<file path="src/rtl/dpot_scheduler_if.sv">
// rtl/dpot_scheduler_if.sv - request/value and Digipot_ctrl signals of dpot_scheduler
interface dpot_scheduler_if;
    logic [2:0] req;
    logic [7:0] val0;
    logic [7:0] val1;
    logic [7:0] val2;
    logic [2:0] ack;
    logic [1:0] mux;
    logic       ctrl;
    logic [7:0] dato;
    logic       busy;
    logic       done;

    modport master (output req, val0, val1, val2,
                    input  ack, mux, ctrl, dato, busy, done);
    modport slave  (input  req, val0, val1, val2,
                    output ack, mux, ctrl, dato, busy, done);
endinterface

</file>
<file path="src/rtl/dpot_scheduler.sv">
// rtl/dpot_scheduler.sv - round-robin 3-channel digipot write scheduler (optional DPOT_SHADOW_EN)
module dpot_scheduler #(
    parameter int STROBE_CYCLES = 2,
    parameter int XFER_CYCLES   = 48
) (
    input  logic              clk,
    input  logic              rst,
    dpot_scheduler_if.slave   bus
);
    typedef enum logic [1:0] {IDLE, SETUP, STROBE, WAIT} state_t;

    state_t     state;
    logic [7:0] cnt;
    logic [1:0] last;
    logic [1:0] c1, c2, pick;
    logic       found;
    logic [7:0] sel_val;
    logic       skip;
    logic       to_strobe;

    // Round-robin search order: last+1, last+2, then last itself.
    always_comb begin
        c1    = (last == 2'd2) ? 2'd0 : last + 2'd1;
        c2    = (c1 == 2'd2) ? 2'd0 : c1 + 2'd1;
        found = 1'b1;
        pick  = c1;
        if (bus.req[c1])        pick = c1;
        else if (bus.req[c2])   pick = c2;
        else if (bus.req[last]) pick = last;
        else                    found = 1'b0;
    end

    always_comb begin
        case (pick)
            2'd0:    sel_val = bus.val0;
            2'd1:    sel_val = bus.val1;
            default: sel_val = bus.val2;
        endcase
    end

    assign to_strobe = (state == SETUP) && (cnt == 8'd0);

`ifdef DPOT_SHADOW_EN
    logic [7:0] shadow [3];
    logic [2:0] valid;

    assign skip = valid[pick] && (shadow[pick] == sel_val);

    always_ff @(posedge clk) begin
        if (rst) begin
            valid     <= 3'b000;
            shadow[0] <= 8'h00;
            shadow[1] <= 8'h00;
            shadow[2] <= 8'h00;
        end else if (to_strobe) begin
            valid[bus.mux]  <= 1'b1;
            shadow[bus.mux] <= bus.dato;
        end
    end
`else
    assign skip = 1'b0;
`endif

    // SETUP spans the ack cycle plus one settle cycle before the strobe rises.
    always_ff @(posedge clk) begin
        if (rst) begin
            state    <= IDLE;
            cnt      <= 8'd0;
            last     <= 2'd2;
            bus.ack  <= 3'b000;
            bus.mux  <= 2'd0;
            bus.ctrl <= 1'b0;
            bus.dato <= 8'h00;
            bus.busy <= 1'b0;
            bus.done <= 1'b0;
        end else begin
            bus.ack  <= 3'b000;
            bus.done <= 1'b0;
            case (state)
                IDLE: begin
                    if (found) begin
                        bus.ack <= 3'b001 << pick;
                        last    <= pick;
                        if (!skip) begin
                            bus.mux  <= pick;
                            bus.dato <= sel_val;
                            bus.busy <= 1'b1;
                            cnt      <= 8'd1;
                            state    <= SETUP;
                        end
                    end
                end
                SETUP: begin
                    if (cnt == 8'd0) begin
                        bus.ctrl <= 1'b1;
                        cnt      <= 8'(STROBE_CYCLES - 1);
                        state    <= STROBE;
                    end else begin
                        cnt <= cnt - 8'd1;
                    end
                end
                STROBE: begin
                    if (cnt == 8'd0) begin
                        bus.ctrl <= 1'b0;
                        cnt      <= 8'(XFER_CYCLES - 1);
                        state    <= WAIT;
                    end else begin
                        cnt <= cnt - 8'd1;
                    end
                end
                WAIT: begin
                    if (cnt == 8'd0) begin
                        bus.done <= 1'b1;
                        bus.busy <= 1'b0;
                        state    <= IDLE;
                    end else begin
                        cnt <= cnt - 8'd1;
                    end
                end
                default: state <= IDLE;
            endcase
        end
    end
endmodule
</file>
<file path="src/flat_wrapper.sv">
// flat-port wrapper written by rule: the top's interface ports become plain ports
module dpot_scheduler_flat 
#(
    parameter int STROBE_CYCLES = 2,
    parameter int XFER_CYCLES   = 48
)
  (clk, rst, bus_req, bus_val0, bus_val1, bus_val2, bus_ack, bus_mux, bus_ctrl, bus_dato, bus_busy, bus_done);
  dpot_scheduler_if bus_i ();
  input  logic clk;
  input  logic rst;
  input wire logic [$bits(bus_i.req)-1:0] bus_req;
  input wire logic [$bits(bus_i.val0)-1:0] bus_val0;
  input wire logic [$bits(bus_i.val1)-1:0] bus_val1;
  input wire logic [$bits(bus_i.val2)-1:0] bus_val2;
  output wire logic [$bits(bus_i.ack)-1:0] bus_ack;
  output wire logic [$bits(bus_i.mux)-1:0] bus_mux;
  output wire logic [$bits(bus_i.ctrl)-1:0] bus_ctrl;
  output wire logic [$bits(bus_i.dato)-1:0] bus_dato;
  output wire logic [$bits(bus_i.busy)-1:0] bus_busy;
  output wire logic [$bits(bus_i.done)-1:0] bus_done;
  assign bus_i.req = bus_req;
  assign bus_i.val0 = bus_val0;
  assign bus_i.val1 = bus_val1;
  assign bus_i.val2 = bus_val2;
  assign bus_ack = bus_i.ack;
  assign bus_mux = bus_i.mux;
  assign bus_ctrl = bus_i.ctrl;
  assign bus_dato = bus_i.dato;
  assign bus_busy = bus_i.busy;
  assign bus_done = bus_i.done;
  dpot_scheduler #(.STROBE_CYCLES(STROBE_CYCLES), .XFER_CYCLES(XFER_CYCLES)) u_core (.clk(clk), .rst(rst), .bus(bus_i));
endmodule
</file>
<file path="config.mk">
export PLATFORM = sky130hd
export DESIGN_NAME = dpot_scheduler_flat
export DESIGN_NICKNAME = d
export VERILOG_FILES = /design/src/rtl/dpot_scheduler_if.sv /design/src/rtl/dpot_scheduler.sv /design/src/flat_wrapper.sv
export SDC_FILE = /design/constraint.sdc
export NUM_CORES = 1
export LEC_CHECK = 0
export BUFFER_PORTS_ARGS = -buffer_cell sky130_fd_sc_hd__buf_2
export CAP_MARGIN = 10
export CORE_UTILIZATION = 31
export CTS_CLUSTER_SIZE = 14
export DETAILED_ROUTE_END_ITERATION = 8
export PLACE_DENSITY_LB_ADDON = 0.1
export SYNTH_ARGS = -nofsm -noshare
export SYNTH_HDL_FRONTEND = slang
export SYNTH_SLANG_ARGS = --single-unit
</file>
<file path="constraint.sdc">
create_clock -name clk -period 2.59 [get_ports clk]
set_clock_uncertainty 0.2 [all_clocks]
set_input_delay 0.1295 -clock clk [delete_from_list [all_inputs] [get_ports clk]]
set_output_delay 0.1295 -clock clk [all_outputs]
set_load 0.03 [all_outputs]
</file>
Yosys cells after proc, flatten, opt, wreduce, memory -nomap -nowiden
Cells that the tools add are included.
W data, S select, Z words.

word-level totals
  bits in registers = 28
  output and inout port bits = 16
  input bits = 29

operators by class
  shift-type cells = 1
  bitwise gates (word level) = 3
  add/subtract/negate cells = 3
  reduce and logical (&&, ||, !) cells = 12
  $lt $le $gt $ge = 3
  mux-type cells = 31
  equal/unequal tests = 11

operator list
  cell                   count
  $mux W8                4
  $pmux W8 S4            1
  $mux W2                9
  $pmux W8 S2            1
  $mux W1                10
  $lt A2 B3 Y1 const B   3
  $eq A2 B2 Y1 const B   4
  $logic_not A8 Y1       1
  $pmux W2 S4            1
  $sub A8 B1 Y8 const B  1
  $bmux W1 S2            3
  $ne A2 B1 Y1 const B   3
  $reduce_and A3 Y1      2
  $add A2 B1 Y2 const B  2
  $eq A2 B1 Y1 const B   2
  $logic_not A2 Y1       2
  $ne A2 B2 Y1 const B   2
  $pmux W1 S2            2
  $reduce_and A2 Y1      2
  $reduce_and A4 Y1      1
  $reduce_bool A2 Y1     2
  $not A1 Y1             3
  $reduce_or A3 Y1       1
  $shl A1 B2 Y3 const A  1
  $reduce_or A2 Y1       1

Longest topological paths before layout
Gate-level depths: netlist (run 1).

  word-level depth = 10
  mapped depth = 8
  gate-level depth less buffers = 7

Worst setup path after synthesis (run 1)
OpenSTA, ideal clock, no wires.

  path type = flip-flop to flip-flop
  start point = reg u_core.cnt[0]
  end point = reg u_core.state[1]
  arrival time = 1,699 ps
  clock period less this slack = 2,026 ps
  setup slack = 564 ps
  cell stages (with the launch flop) = 9
  path buffers = 1
  required time = 2,262 ps
  cells stage by stage = dfxtp_1 > inv_1 > ha_1 > or4b_4 > buf_6 > nor2_4 > o21a_2 > mux2i_1 > nor2_1

on the way
  longest elaborated chain between the ends = 3
  elaborated cells on any way between the ends = 5
  classes of those cells = eq/ne: 3; reduce/logical: 2

RTL lines
  what                                                           RTL line               text
  start, declared                                                dpot_scheduler.sv:13   logic [7:0] cnt;
  start signal, assigned                                         dpot_scheduler.sv:96   cnt <= 8'(STROBE_CYCLES - 1);
  start signal, assigned                                         dpot_scheduler.sv:99   cnt <= cnt - 8'd1;
  start signal, assigned                                         dpot_scheduler.sv:105  cnt <= 8'(XFER_CYCLES - 1);
  $logic_not A8 Y1 *                                             -
  $ne A2 B2 Y1 (no source line) or $ne A2 B1 Y1 (tied branches)  -
  $reduce_and A4 Y1 (no source line) *                           -
  end signal, assigned                                           dpot_scheduler.sv:67   state <= IDLE;
  end signal, assigned                                           dpot_scheduler.sv:89   state <= SETUP;
  end signal, assigned                                           dpot_scheduler.sv:97   state <= STROBE;
  end, declared                                                  dpot_scheduler.sv:12   state_t state;

Every way passes the cells marked *; elsewhere a longest branch is shown, timed or not.
A chain may end at the register's enable or synchronous reset.

Worst setup path in the final report (run 1)
  start point = reg u_core.cnt[0]
  end point = reg u_core.cnt[5]

on the way
  longest elaborated chain between the ends = 3
  elaborated cells on any way between the ends = 8
  classes of those cells = add/sub: 1; eq/ne: 1; mux: 4; reduce/logical: 2

RTL lines
  what                                               RTL line               text
  $sub A8 B1 Y8 or $logic_not A8 Y1 (tied branches)  -
  $mux W8, or another cell as far along              dpot_scheduler.sv:112  if (cnt == 8'd0) begin
  $pmux W8 S4 or $reduce_and A2 Y1 (tied branches)   -

Several ways; a longest one is shown, not always the timed one. The select of a mux whose other input is x is not followed.

==> qor.txt, run 1 <==
Area share of fa/ha/maj cells after synthesis: 5.190%
Synth Area in Compound Gates: 27.08%
Largest net degree at the start of global routing: 26
Syn Area/Cell: 8.265 µm²
CP max FO: 6
Via/cell ratio: 5.336
CTS clock-pin slew for the worst setup and hold paths: 100 ps
Clock insertion delay at the later pin of the skew report: 270 ps
Routability cong.: 0.8069
Critical Path Sink: u_core.cnt[5]$_SDFFE_PP0P_
Antenna diode count: 0
Top-level I/O count: 45
Largest cells by area after synthesis: dfxtp_1, nor2_1, a221oi_1
Area Growth Syn to Fin: 27.08%
TritonCTS clock tree: yes
Multi-input gate area: 834.6 µm²
FF+latch count, synth: 27
Sink Count: 27
Filler cell count: 462
CTS Buf Count: 3
Psw: 1.114 mW
Post-Synthesis Cells: 175
Data arrival time of the worst path: 2200 ps
Die Span Y: 70.31 µm
Hold/Removal Path Class: in2reg
Fin Setup TNS: 0 ps
DR vias: 1478
DR iter-0 viols: 127
Hold_ws: 22.68 ps
Post-detail-place hpwl: 2.807 mm
Final Power: 2.286 mW
IO Port Bufs: 44
Reg2reg setup slack: 360 ps
Syn Nets: 210
Switch share: 48.72%
PwrDens: 1244 nW/µm²
R2R Path Start: u_core.cnt[0]$_SDFFE_PP0P_
Final wirelength: 3.876 mm
Fmax: 447.6 MHz
Postcts setup bufs: 0
Clock buffer depth: 2
Crit. End Element: register
Initial antenna violation count: 0
Final setup fails: 0
Cells on worst reg2reg path: 7
Number of synthesized flops with an enable pin: 0
Core area: 4414 µm²
VDD IR-drop max: 0.5456 mV
Reg2reg end: u_core.cnt[5]$_SDFFE_PP0P_
Die width: 70.31 µm
Largest area contributor in the netlist: dfxtp_1
Register area: 540.5 µm²
GR Util met2: 25.40%
DRC errors left: 0
Yosys warns: 0
Post-synthesis mux area share: 0.6920%
First-pass DRT Iterations: 5
RSZ-0062 raised after global routing: false
ANT nets after route: 0
First-pass GRT wire length: 6.465 mm
GR Util All Layers: 15.90%
Static leakage: 0.7976 nW
Synth top area share: 37.37%
Most common cell in the synthesized netlist: nor2_1
Root buffer cell: clkbuf_8
Rel. slew slack: 62.78%
Routed WL per cell: 13.99 µm
Gr busiest metal: met2
Fin. Hold Viols: 0
Slew Viols, Final: 0
Min Tclk post-route: 2234 ps
Vias in the first global route: 1367
Synth cell count leaders: nor2_1, dfxtp_1, nand2_1
XOR/XNOR Fraction of Synth Area: 0%
Largest family of logic cells by synthesized area: compound AO/OA/AOI/OAI gates
M1 GR Usage: 22.57%
Asr flop ratio synth: 0%
Worst EP required: 2550 ps
Netlist Area Pre-Place: 1446 µm²
H-tree depth: 1
Tcrit/Tclk final: 86.26%
Int Pwr: 1.172 mW
Layout cells sized above 1: 26.67%
Initial core utilization: 32.77%
Startpoint types: register
Status: complete, no violations
Met3 Usage GRT: 2.597%
Sequential Power Share: 29.3%
Synth unique cells: 45
Register area share after synthesis: 37.37%
Post-synthesis simple-gate area fraction: 24.74%
Total grt overflow: 0
Logic pwr share: 59.7%
WS Path Type: reg2reg
Rows: 24
Nets: 261
Full die area: 4943 µm²
Synth Flop Type: dfxtp_1
Max-cap check violation count: 0
Final WS setup: 355.9 ps
Worst-Margin Slew: 556.2 ps
CP Launch Point: u_core.cnt[0]$_SDFFE_PP0P_
Pre-CTS setup slack: 418.2 ps
Power share of the clock group: 11.0%
## worst min-delay path by stage
stage,startpoint,to,cells past startpoint
6_report,bus_val1[6],u_core.bus.dato[6]$_SDFFE_PP0P_,3
4_1_cts,bus_val1[6],u_core.bus.dato[6]$_SDFFE_PP0P_,3
3_5_place_dp,bus_val0[6],u_core.bus.dato[6]$_SDFFE_PP0P_,3
5_1_grt,bus_val1[1],u_core.bus.dato[1]$_SDFFE_PP0P_,3
3_3_place_gp,bus_val0[4],u_core.bus.dato[4]$_SDFFE_PP0P_,3
2_1_floorplan,bus_val0[7],u_core.bus.dato[7]$_SDFFE_PP0P_,2
## critical path, cell delays in order (launching register included)
cell and delay (ps):
dfxtp_1 350, inv_1 80, ha_1 250, or4b_4 560
o21ai_1 300, a21oi_1 160, a21oi_1 150, nor3_1 60
## final cells by class
type | instances | share of cell area (%)
clock buffers | 3 | 2.246
clock inverters | 1 | 0.4084
inverters | 7 | 1.430
multi-input cells | 132 | 45.41
flip-flops and latches | 27 | 29.41
well taps | 52 | 3.540
repair buffers | 55 | 17.56
## registers in the layout, summed over array words and instances, names as in the netlist
signal           count
u_core.bus.dato      8
u_core.state         2
u_core.bus.done      1
u_core.last          2
u_core.bus.mux       1
u_core.bus.ctrl      1
u_core.bus.busy      1
u_core.cnt           8
u_core.bus.ack       3
## cells by family (layout without fill, tap and decap cells)
group / Yosys count / after routing
AND/OR/NAND/NOR: 73 / 73
AO/OA/AOI/OAI: 52 / 52
flip-flops: 27 / 27
buffers and inverters: 16 / 66
adder cells (fa/ha/maj): 6 / 6
multiplexers: 1 / 1
## cells in the final DEF (no fill, tap or decap), drive strengths merged, types with 2 or more instances in the layout
cell,instances
dlygate4sd3,8
o31ai,2
nor4,2
o21ai,9
nand2,13
a221oi,9
and2,2
buf,47
a21oi,9
nand3,5
nor3,9
nor2,31
inv,7
dfxtp,27
nor3b,2
ha,6
o21bai,2
a211oi,10
nor2b,2
clkbuf,3
## power by group through the flow
stage / clock network [mW] / logic (mW) / registers (mW)
floorplan: 0 / 0.921 / 0.824
global placement: 0 / 1.34 / 0.676
detailed placement: 0 / 1.36 / 0.678
CTS: 0.266 / 1.37 / 0.670
global route: 0.281 / 1.50 / 0.691
finish: 0.252 / 1.36 / 0.670
## repair_timing
item,4_1_cts,5_1_grt
endpoints found under the setup margin,0,0
gates resized for setup,0,0
endpoints found under the hold margin,8,0
hold buffers,8,0
## metal layers
metal  routed length, µm  vias to the layer above
met5                   0                        -
met1                1835                      693
met2                1829                       43
li1                    -                      740
met4                  12                        0
met3                 198                        2
## per-stage QoR
step / cells / util (%) / cell area [µm²]
after floorplan: 175 / - / 1446
after global placement: 265 / 38.72 / 1709
after detailed placement: 265 / 38.72 / 1709
after CTS: 277 / 41.64 / 1838
after global routing: 277 / 41.64 / 1838
final: 277 / 41.64 / 1838
Power figures use the tool's default switching activity.
==> inputs of run 2 (changes only) <==
- HOLD_SLACK_MARGIN: not set -> 0.06
==> run 2 against run 1 <==
Compared with the run above:
- register-to-register slack worse by 110 ps
- sequential power about the same
- combinational power up 6%
- largest cell class unchanged
==> qor.txt, run 2 (same netlist as run 1, synthesis figures left out) <==
Total grt overflow: 0
Clock buffer depth: 2
Full die area: 4943 µm²
First-pass DRT Iterations: 4
Nets: 268
Fmax: 426.3 MHz
Worst EP required: 2560 ps
RSZ-0062 raised after global routing: false
Post-detail-place hpwl: 2.807 mm
Rows: 24
CTS Buf Count: 3
Cell count of the worst hold path: 3
Die width: 70.31 µm
Power share of the clock group: 10.8%
Vias in the first global route: 1445
Worst-Margin Slew: 543.1 ps
Final setup fails: 0
Switch share: 47.94%
Static leakage: 0.8381 nW
IO Port Bufs: 44
Max-cap check violation count: 0
Postcts setup bufs: 0
Area after DPL: 1709 µm²
Reg2reg end: u_core.bus.dato[5]$_SDFFE_PP0P_
Int Pwr: 1.232 mW
Fin area: 1911 µm²
Antenna diode count: 0
Largest net degree at the start of global routing: 26
ANT nets after route: 0
Rel. slew slack: 63.70%
TritonCTS clock tree: yes
CP max FO: 14
Area Growth Syn to Fin: 32.09%
First-pass GRT wire length: 6.679 mm
PwrDens: 1238 nW/µm²
Final wirelength: 3.958 mm
Min Tclk post-route: 2346 ps
R2R Path Start: u_core.state[0]$_SDFFE_PP0P_
Crit. End Element: register
Most frequent cells in the layout: buf_2, nor2_1, dfxtp_1
Data arrival time of the worst path: 2310 ps
Slew Viols, Final: 0
Top-level I/O count: 45
Layout Cells excl Fill: 284
Logic pwr share: 60.8%
Psw: 1.134 mW
Hold path startpoint: bus_val1[7]
Die Span Y: 70.31 µm
Routed WL per cell: 13.94 µm
Core area: 4414 µm²
Largest regs: u_core.bus.dato: 8 flops, u_core.cnt: 8 flops, u_core.bus.ack: 3 flops
Startpoint types: register
DR vias: 1512
DR iter-0 viols: 97
H-tree depth: 1
DRC errors left: 0
Cells on worst reg2reg path: 6
Sequential Power Share: 28.3%
Layout cells sized above 1: 26.29%
CTS clock-pin slew for the worst setup and hold paths: 100 ps
WS Path Type: reg2reg
Most common cell after layout, fill and taps aside: buf_2
Clock insertion delay at the later pin of the skew report: 280 ps
Dpl cells: 265
Fin. Hold Viols: 0
Via/cell ratio: 5.324
Status: complete, no violations
Hold/Removal Path Class: in2reg
Hold Crit Endpoint: u_core.bus.dato[7]$_SDFFE_PP0P_
Initial antenna violation count: 0
Tcrit/Tclk final: 90.57%
Root buffer cell: clkbuf_8
VDD IR-drop max: 0.5530 mV
Routability cong.: 0.8069
Sink Count: 27
Fin Setup TNS: 0 ps
Reg2reg setup slack: 240 ps
GR Util All Layers: 16.41%
Initial core utilization: 32.77%
-- run 2: cell types whose count changed in the layout (fill, tap and decap cells not counted), sizes merged --
cell / before / now
dlygate4sd3: 8 / 15
-- run 2: worst max-delay path by stage --
stage,start,to,slack (ps)
finish,u_core.state[0]$_SDFFE_PP0P_,u_core.bus.dato[5]$_SDFFE_PP0P_,240
global route,u_core.last[0]$_SDFFE_PP0P_,u_core.bus.dato[2]$_SDFFE_PP0P_,70
CTS,u_core.last[0]$_SDFFE_PP0P_,u_core.bus.dato[3]$_SDFFE_PP0P_,130
detailed placement,u_core.cnt[0]$_SDFFE_PP0P_,u_core.cnt[5]$_SDFFE_PP0P_,420
global placement,u_core.cnt[0]$_SDFFE_PP0P_,u_core.cnt[2]$_SDFFE_PP0P_,440
floorplan,u_core.cnt[0]$_SDFFE_PP0P_,u_core.state[1]$_SDFFE_PP0P_,560
-- run 2: power groups by stage --
| stage | Sequential [mW] | Clock, mW | Combinational, mW |
|---|---|---|---|
| finish | 0.671 | 0.256 | 1.44 |
| global route | 0.691 | 0.281 | 1.58 |
| CTS | 0.670 | 0.266 | 1.43 |
| detailed placement | 0.678 | 0 | 1.36 |
| global placement | 0.676 | 0 | 1.34 |
| floorplan | 0.824 | 0 | 0.921 |
-- run 2: timing repair --
| item | 4_1_cts | 5_1_grt |
|---|---|---|
| resized for setup | 0 | 1 |
| hold buffers | 15 | 0 |
| setup endpoints to repair | 0 | 7 |
| endpoints found under the hold margin | 8 | 0 |
-- run 2: cell type report --
class                           instances  area [µm²]
Clock buffer                            3       41.29
Clock inverter                          1       7.507
Fill cell                             461        2504
Inverter                                7       26.28
Multi-Input combinational cell        132       837.1
Sequential cell                        27       540.5
Tap cell                               52       65.06
Timing Repair Buffer                   62       392.9
-- run 2: per-stage QoR --
step	utilization [%]	hold WS (ps)	setup slack (ps)	total power, mW
floorplan	-	74.77	563.8	1.745
global placement	38.72	182.3	442.7	2.013
detailed placement	38.72	188.3	418.2	2.035
CTS	43.23	72.20	125.9	2.371
global route	43.28	110.9	71.05	2.556
finish	43.28	76.46	244.3	2.366
-- run 2: per-layer routing --
metal	vias to the layer above	routed length, µm	global-route usage (%)
met3	2	205	2.886
li1	749	-	-
met5	-	0	0
met4	0	12	3.333
met2	45	1885	26.77
met1	716	1854	22.57
-- run 2: critical path: stages (launching register included) --
cell and delay, ps:
dfxtp_1 350, inv_1 120, ha_1 200, nand2_1 330, a221oi_1 340, a211oi_1 120
dlygate4sd3_1 570
==> inputs of run 3 (changes only) <==
==> constraint.sdc (replaced) <==
create_clock -name clk -period 2.59 [get_ports clk]
set_clock_uncertainty 0.2 [all_clocks]
set_input_delay 0.518 -clock clk [delete_from_list [all_inputs] [get_ports clk]]
set_output_delay 0.518 -clock clk [all_outputs]
set_load 0.03 [all_outputs]
==> run 3 against run 2 <==
Compared with the run above:
- die area did not move
- worst hold slack improved by 200 ps
- final cell count fell by 6.0%
- first-iteration DRC count fell by 30%
- power fell by 4.6%
- final area fell by 8.9%
- wire length fell by 4.7%
- sequential share of layout area rose by 2.8 points
- global-route usage fell by 0.49 points
- register-to-register slack improved by 160 ps
- combinational power fell by 7%
- flip-flop and latch count did not move
- highest routed layer unchanged
==> qor.txt, run 3 (same netlist as run 1, synthesis figures left out) <==
Status: complete, no violations
Rows: 24
Min Tclk post-route: 2187 ps
Full die area: 4943 µm²
Layout Cells excl Fill: 267
Worst EP required: 2600 ps
PwrDens: 1297 nW/µm²
Register area: 540.5 µm²
CTS clock-pin slew for the worst setup and hold paths: 100 ps
Routed WL per cell: 14.13 µm
Fmax: 457.3 MHz
DRC errors left: 0
TritonCTS clock tree: yes
Filler cell count: 458
Final Power: 2.258 mW
Routability cong.: 0.8090
GR Util All Layers: 15.93%
ANT nets after route: 0
Sink Count: 27
Startpoint types: register
Slew Viols, Final: 0
Fin area: 1740 µm²
First-pass DRT Iterations: 4
Root buffer cell: clkbuf_8
Max-cap check violation count: 0
Via/cell ratio: 5.491
DR iter-0 viols: 68
WS Path Type: reg2reg
Clock buffer depth: 2
VDD IR-drop max: 0.4496 mV
Hold_ws: 280.8 ps
Multi-input gate area: 834.6 µm²
Initial core utilization: 32.77%
Rel. slew slack: 66.70%
IO Port Bufs: 44
RSZ-0062 raised after global routing: false
Final core utilization: 39.43%
First-pass GRT wire length: 6.410 mm
CTS Buf Count: 3
H-tree depth: 1
Post-CTS Hold Fix Bufs: 0
Most common cell after layout, fill and taps aside: buf_2
Most frequent cells in the layout: buf_2, nor2_1, dfxtp_1
Initial antenna violation count: 0
Top-level I/O count: 45
Die Span Y: 70.31 µm
Crit. End Element: register
Final setup fails: 0
Post-detail-place hpwl: 2.810 mm
Area after DPL: 1694 µm²
Area Growth Syn to Fin: 20.33%
Dpl cells: 263
Static leakage: 0.7586 nW
Clock insertion delay at the later pin of the skew report: 270 ps
Antenna diode count: 0
Largest regs: u_core.bus.dato: 8 flops, u_core.cnt: 8 flops, u_core.bus.ack: 3 flops
Final WS setup: 403.2 ps
Largest net degree at the start of global routing: 26
Total grt overflow: 0
Pre-CTS setup slack: 332.5 ps
Die width: 70.31 µm
CTS resizes: 0
Nets: 251
Postcts setup bufs: 0
Worst-Margin Slew: 497.6 ps
Tcrit/Tclk final: 84.43%
Reg2reg setup slack: 400 ps
Core area: 4414 µm²
CP max FO: 6
Data arrival time of the worst path: 2200 ps
Hold/Removal Path Class: in2reg
Vias in the first global route: 1334
Final wirelength: 3.772 mm
Fin. Hold Viols: 0
DR vias: 1466
Fin Setup TNS: 0 ps
Layout cells sized above 1: 26.98%
[run 3: cell count changes in the layout (fill, tap and decap cells not counted), sizes merged]
cell and change:
dlygate4sd3 -15, buf -2, clkinv +1, clkinvlp -1
[run 3: layout make-up]
class,count,share of cell area [%]
Clock buffer,3,2.372
Clock inverter,1,0.2876
Inverter,7,1.510
Multi-Input combinational cell,132,47.95
Sequential cell,27,31.06
Tap cell,52,3.738
Timing Repair Buffer,45,13.08
[run 3: path summary, 6_finish.rpt]
path	start	to	depth (start not counted)
max reg2reg	u_core.cnt[0]$_SDFFE_PP0P_	u_core.cnt[0]$_SDFFE_PP0P_	7
min reg2reg	u_core.cnt[1]$_SDFFE_PP0P_	u_core.cnt[1]$_SDFFE_PP0P_	2
min	bus_val0[6]	u_core.bus.dato[6]$_SDFFE_PP0P_	3
max	u_core.cnt[0]$_SDFFE_PP0P_	u_core.cnt[0]$_SDFFE_PP0P_	7
[run 3: power breakdown]
group / switching [mW] / total, mW / internal, mW
combinational: 0.854 / 1.34 / 0.486
clock: 0.138 / 0.246 / 0.108
sequential: 0.111 / 0.671 / 0.560
[run 3: critical path, cell delays in order, from the launching register on]
cell and delay, ps:
dfxtp_1 350, inv_1 80, ha_1 260, nor4b_1 420
nand3_1 220, and2_1 290, a21o_1 180, a21oi_1 130
[run 3: layer usage]
metal  vias to the layer above  routed length [µm]  track usage, %
met3                         2                 209           3.175
met2                        44                1809           25.40
li1                        721                   -               -
met4                         0                  17           2.889
met1                       699                1736           22.25
met5                         -                   0               0
